### src/rtl/servo_btn_cond.sv
// Conditions two raw pushbuttons (synchronize, debounce) and arbitrates them
// into mutually exclusive left/right servo control levels plus press pulses.
module servo_btn_cond #(
  parameter int DEBOUNCE_TICK = 500000,
  parameter int ACTIVE_LOW    = 0
) (
  input  logic clk,
  input  logic rst,
  input  logic l_btn,
  input  logic r_btn,
  output logic l_ctrl,
  output logic r_ctrl,
  output logic l_press,
  output logic r_press,
  output logic conflict
);

  typedef enum logic [1:0] {
    IDLE     = 2'd0,
    LEFT     = 2'd1,
    RIGHT    = 2'd2,
    CONFLICT = 2'd3
  } state_t;

  localparam logic [23:0] TICK_M1 = 24'(DEBOUNCE_TICK - 1);
  localparam logic [1:0]  INV     = (ACTIVE_LOW != 0) ? 2'b11 : 2'b00;

  // Index 0 is the left button, index 1 the right button.
  logic [1:0]  raw;
  logic [1:0]  s1;
  logic [1:0]  s2;
  logic [1:0]  db;
  logic [23:0] cnt [2];

  state_t state;
  state_t nxt;

  assign raw = {r_btn, l_btn} ^ INV;

  always_ff @(posedge clk) begin
    if (rst) begin
      s1 <= 2'b00;
      s2 <= 2'b00;
      db <= 2'b00;
      for (int i = 0; i < 2; i++) cnt[i] <= 24'd0;
    end else begin
      s1 <= raw;
      s2 <= s1;
      for (int i = 0; i < 2; i++) begin
        if (s2[i] == db[i]) begin
          cnt[i] <= 24'd0;
        end else if (cnt[i] == TICK_M1) begin
          db[i]  <= s2[i];
          cnt[i] <= 24'd0;
        end else begin
          cnt[i] <= cnt[i] + 24'd1;
        end
      end
    end
  end

  // CONFLICT only drains through IDLE, so a late press never hands control over.
  always_comb begin
    nxt = state;
    case (state)
      IDLE: begin
        case (db)
          2'b01:   nxt = LEFT;
          2'b10:   nxt = RIGHT;
          2'b11:   nxt = CONFLICT;
          default: nxt = IDLE;
        endcase
      end
      LEFT: begin
        if (db[1])       nxt = CONFLICT;
        else if (!db[0]) nxt = IDLE;
      end
      RIGHT: begin
        if (db[0])       nxt = CONFLICT;
        else if (!db[1]) nxt = IDLE;
      end
      CONFLICT: begin
        if (db == 2'b00) nxt = IDLE;
      end
      default: nxt = IDLE;
    endcase
  end

  // Outputs are registered copies of the state decode, so they track state exactly.
  always_ff @(posedge clk) begin
    if (rst) begin
      state    <= IDLE;
      l_ctrl   <= 1'b0;
      r_ctrl   <= 1'b0;
      conflict <= 1'b0;
      l_press  <= 1'b0;
      r_press  <= 1'b0;
    end else begin
      state    <= nxt;
      l_ctrl   <= (nxt == LEFT);
      r_ctrl   <= (nxt == RIGHT);
      conflict <= (nxt == CONFLICT);
      l_press  <= (state == IDLE) && (nxt == LEFT);
      r_press  <= (state == IDLE) && (nxt == RIGHT);
    end
  end

endmodule

### config.mk
export PLATFORM = sky130hd
export DESIGN_NAME = servo_btn_cond
export DESIGN_NICKNAME = d
export VERILOG_FILES = /design/src/rtl/servo_btn_cond.sv
export SDC_FILE = /design/constraint.sdc
export NUM_CORES = 1
export LEC_CHECK = 0
export CELL_PAD_IN_SITES_DETAIL_PLACEMENT = 1
export CELL_PAD_IN_SITES_GLOBAL_PLACEMENT = 2
export CORE_MARGIN = 5
export CORE_UTILIZATION = 36
export DETAILED_ROUTE_END_ITERATION = 12
export GPL_ROUTABILITY_DRIVEN = 1
export PLACE_DENSITY_LB_ADDON = 0.1
export SYNTH_ARGS = -nofsm -noshare
export SYNTH_HDL_FRONTEND = slang
export SYNTH_SLANG_ARGS = --single-unit
### constraint.sdc
create_clock -name clk -period 2.2 [get_ports clk]
set_input_delay 0.44 -clock clk [delete_from_list [all_inputs] [get_ports clk]]
set_output_delay 0.44 -clock clk [all_outputs]
set_load 0.02 [all_outputs]
[Word-level counts from Yosys, hierarchy flattened]
Memories as Yosys holds them, arrays and structs flattened.
Cells that the tools add are included.
Word-level totals
  output and inout port bits: 5
  register bits after elaboration: 13
  logic and storage cells: 77
  memory bits (writable): 48
  memories: 1
Memory list
  cnt: depth 2, bits a word 24, read ports 2, clocked after memory_dff 0, write ports 2, RTL line 33  | logic [23:0] cnt [2];
Operators by class
  bitwise gates (word level): 8
  add/sub/neg operators: 2
  muxes and demuxes: 37
  reduce and logical (&&, ||, !) cells: 6
  equal/unequal tests: 13
Operator list (count)
  $mux 24: 6
  $add 24x1->24 const B: 2
  $eq 24x19->1 const B: 2
  $mux 1: 24
  $eq 2x2->1 const B: 6
  $mux 2: 5
  $pmux 2 s4: 1
  $eq 2x1->1 const B: 3
  $or 1x1->1: 6
  $pmux 2 s3: 1
  $logic_not 2->1: 2
  $reduce_and 2->1: 2
  $eq 1x1->1: 2
  $logic_and 1x1->1: 2
  $not 1->1: 2

[Logic depth before layout (Yosys ltp)]
  depth after elaboration: 7
  depth in mapped cells: 6
  mapped depth without buffers: 5

[Worst setup path after synthesis]
OpenSTA, ideal clock, no wires.
  kind: reg2reg
  start point: memory cnt[1][0]
  end point: memory cnt[1][22], data pin
  path slack: 76 ps
  data required time: 2054 ps
  buffers on the path: 1
  arrival time: 1978 ps
  clock period less this slack: 2124 ps
  stages on the path, launching flop included: 7
  path through: edfxtp_1 -> ha_1 -> nand4_1 -> or4_1 -> buf_2 -> or4_1 -> a21oi_1
RTL lines (RTL line)
  from (decl): 33

==> impl_metrics.env <==
export IMPL_status="finished clean"
export IMPL_dp_hpwl_um=4890
export IMPL_cp_required_ns=2.38
export IMPL_synth_adder_area_share_pct=0.800
export IMPL_slew_violations=0
export IMPL_synth_xor_area_share_pct=7.84
export IMPL_fin_area_sq_um=3770
export IMPL_routedWlPerCell_um=13.6
export IMPL_ios=9
export IMPL_antenna_found_initial=0
export IMPL_clkTransAtPathRegs_ns=0.08
export IMPL_cts_tree="done"
export IMPL_p_leak_nw=1.27
export IMPL_clk_latency_ns=0.34
export IMPL_synth_distinct_cells=34
export IMPL_cts_htree_levels=3
export IMPL_final_cell_mix="48 x edfxtp_1, 48 x conb_1, 36 x nor2_1"
export IMPL_synth_compound_area_share_pct=7.76
export IMPL_chipHeight_um=103
export IMPL_n_antenna_cell=0
export IMPL_period_needed_ns=2.05
export IMPL_fmax_mhz=489
export IMPL_yosysWarnings=0
export IMPL_async_reset_ff_share_pct=0
export IMPL_ys_seq_elements=61
export IMPL_dieArea_sq_um=10700
export IMPL_setup_tns_ns=0
export IMPL_drt_total_wl_um=6620
export IMPL_placed_cell_area_sq_um=3590
export IMPL_ant_nets=0
export IMPL_clock_skew_ns=0.0149
export IMPL_hold_class="register to register"
export IMPL_viasPerCell=4.97
export IMPL_port_buffers=8
export IMPL_dr_pass1_iters=4
export IMPL_worst_slew_pin_slew_ns=0.499
export IMPL_place_gp_congestion=0.725
export IMPL_post_cts_buffers=0
export IMPL_p_per_area_nw_per_um2=621
export IMPL_area_growth_pct=20.4
export IMPL_rows=34
export IMPL_end_kind="register"
export IMPL_drc=0
export IMPL_synth_top_family_by_area="simple AND/OR/NAND/NOR gates"
export IMPL_drv_cap=0
export IMPL_cts_root_buf="clkbuf_8"
export IMPL_yosysTopAreaCell="edfxtp_1"
export IMPL_setup_violations=0
export IMPL_drtIter0Drc=24
export IMPL_synth_area_leaders="edfxtp_1 46%, dfxtp_1 8.3%, xnor2_1 4.8%"
export IMPL_grt_pass1_wl_um=11400
export IMPL_synth_simple_area_share_pct=25.7
export IMPL_syn_inst=306
export IMPL_syn_area_sq_um=3130
export IMPL_yosys_area_top_type_share_pct=46.1
export IMPL_final_nets=381
export IMPL_grt_setup_unrepaired="false"
export IMPL_path_class="register to register"
export IMPL_cts_buffers_inserted=9
export IMPL_worstHoldPathCells=1
export IMPL_clk_path_buf_depth=2
export IMPL_grt_overflow_total=0
export IMPL_finalPower_mw=2.34
export IMPL_grt_max_degree=25
export IMPL_syn_area_per_cell_sq_um=10.2
export IMPL_cp_max_fo=4
export IMPL_hold_violations=0
export IMPL_max_slew_margin_pct=66.4
export IMPL_synth_edf_count=48
export IMPL_cp_start_kind="register"
export IMPL_synthMuxAreaShare_pct=0
export IMPL_grt_pass1_vias=2449
export IMPL_ir_drop_uv=275
export IMPL_layout_drive_gt1_share_pct=8.95
export IMPL_cts_hold_buffers_added=0
export IMPL_synth_ff_type="edfxtp_1"
export IMPL_min_period_over_period_pct=93.0
export IMPL_grt_usage_pct=13.6
export IMPL_num_vias=2424
export IMPL_die_x_um=103
export IMPL_clock_sinks=61
export IMPL_start_util_pct=36.4
export IMPL_fill_cells=1014
export IMPL_reg2reg_depth=5
export IMPL_synth_seq_area_share_pct=54.4
export IMPL_critical_path_arrival_ns=2.23
export IMPL_core_area_sq_um=8590
==> cell usage after synthesis, types with 5 or more instances <==
cell      number
inv_1         11
a21oi_1       22
nand2_1       15
edfxtp_1      48
o31ai_1        9
o21ai_0       11
or4_1         13
xnor2_1       17
nor3_1         6
clkbuf_1       6
nand3_1       20
nor2_1        36
dfxtp_1       13
xor2_1        11
nand4_1       11
nor4_1         9
or3_1         11
and3_1         5
==> report_power, final <==
group          switching (mW)  internal, mW
Sequential             0.0452          1.28
Clock                   0.486         0.417
Combinational          0.0606        0.0471
Total                   0.592          1.75
==> metal layers <==
layer	global-route usage, %	vias up	wire length [um]
li1	-	1235	-
met1	15.9	1170	3060
met2	24.4	13	3340
met3	3.82	6	138
met4	3.98	0	76
met5	0	-	0
==> per-stage QoR <==
step / cells / utilization (%) / setup slack (ns) / hold slack (ns)
after global routing: 488 / 43.8 / 0.0582 / 0.469
after detailed placement: 472 / 41.8 / 0.130 / 0.432
final: 488 / 43.8 / 0.154 / 0.457
after CTS: 488 / 43.8 / 0.111 / 0.463
after global placement: 472 / 41.8 / 0.185 / 0.429
after floorplan: 353 / - / 0.0764 / 0.414
==> timing repair <==
action,in CTS,in global routing
gates resized for setup,0,1
setup endpoints to repair,0,1
hold endpoints to repair,0,0
==> layout make-up <==
| type | instances | area [sq um] | area share [%] |
|---|---|---|---|
| Multi-Input combinational cell | 268 | 1500 | 39.9 |
| Sequential cell | 61 | 1700 | 45.2 |
| Timing Repair Buffer | 24 | 213 | 5.65 |
| Inverter | 11 | 41.3 | 1.10 |
| Clock inverter | 6 | 46.3 | 1.23 |
| Tap cell | 108 | 135 | 3.59 |
| Clock buffer | 10 | 128 | 3.39 |
==> critical path, cell delays in order, from the launching register on <==
cell	delay [ns]
edfxtp_1	0.40
ha_1	0.24
nand4_1	0.13
or4_1	0.63
or3_1	0.34
a21oi_1	0.16
==> state kept, by name, summed over array words and instances, names as in the netlist <==
signal	flops
l_press	1
cnt	48
state	2
db	2
l_ctrl	1
s1	2
r_press	1
s2	2
conflict	1
r_ctrl	1
==> kinds of logic after synthesis <==
logic type	after synthesis
buf+inv	24
simple gates	146
other cells	1
xor+xnor	28
flops	61
compound gates	44
fa+ha+maj	2
==> worst paths after layout <==
| path | from | slack [ns] | to |
|---|---|---|---|
| min reg2reg | s1[0]$_SDFF_PP0_ | 0.46 | s2[0]$_SDFF_PP0_ |
| max | cnt[0][0]$_SDFFCE_PN0P_ | 0.15 | cnt[0][18]$_SDFFCE_PN0P_ |
| max reg2reg | cnt[0][0]$_SDFFCE_PN0P_ | 0.15 | cnt[0][18]$_SDFFCE_PN0P_ |
| min | s1[0]$_SDFF_PP0_ | 0.46 | s2[0]$_SDFF_PP0_ |
(Power assumes the default switching activity.)
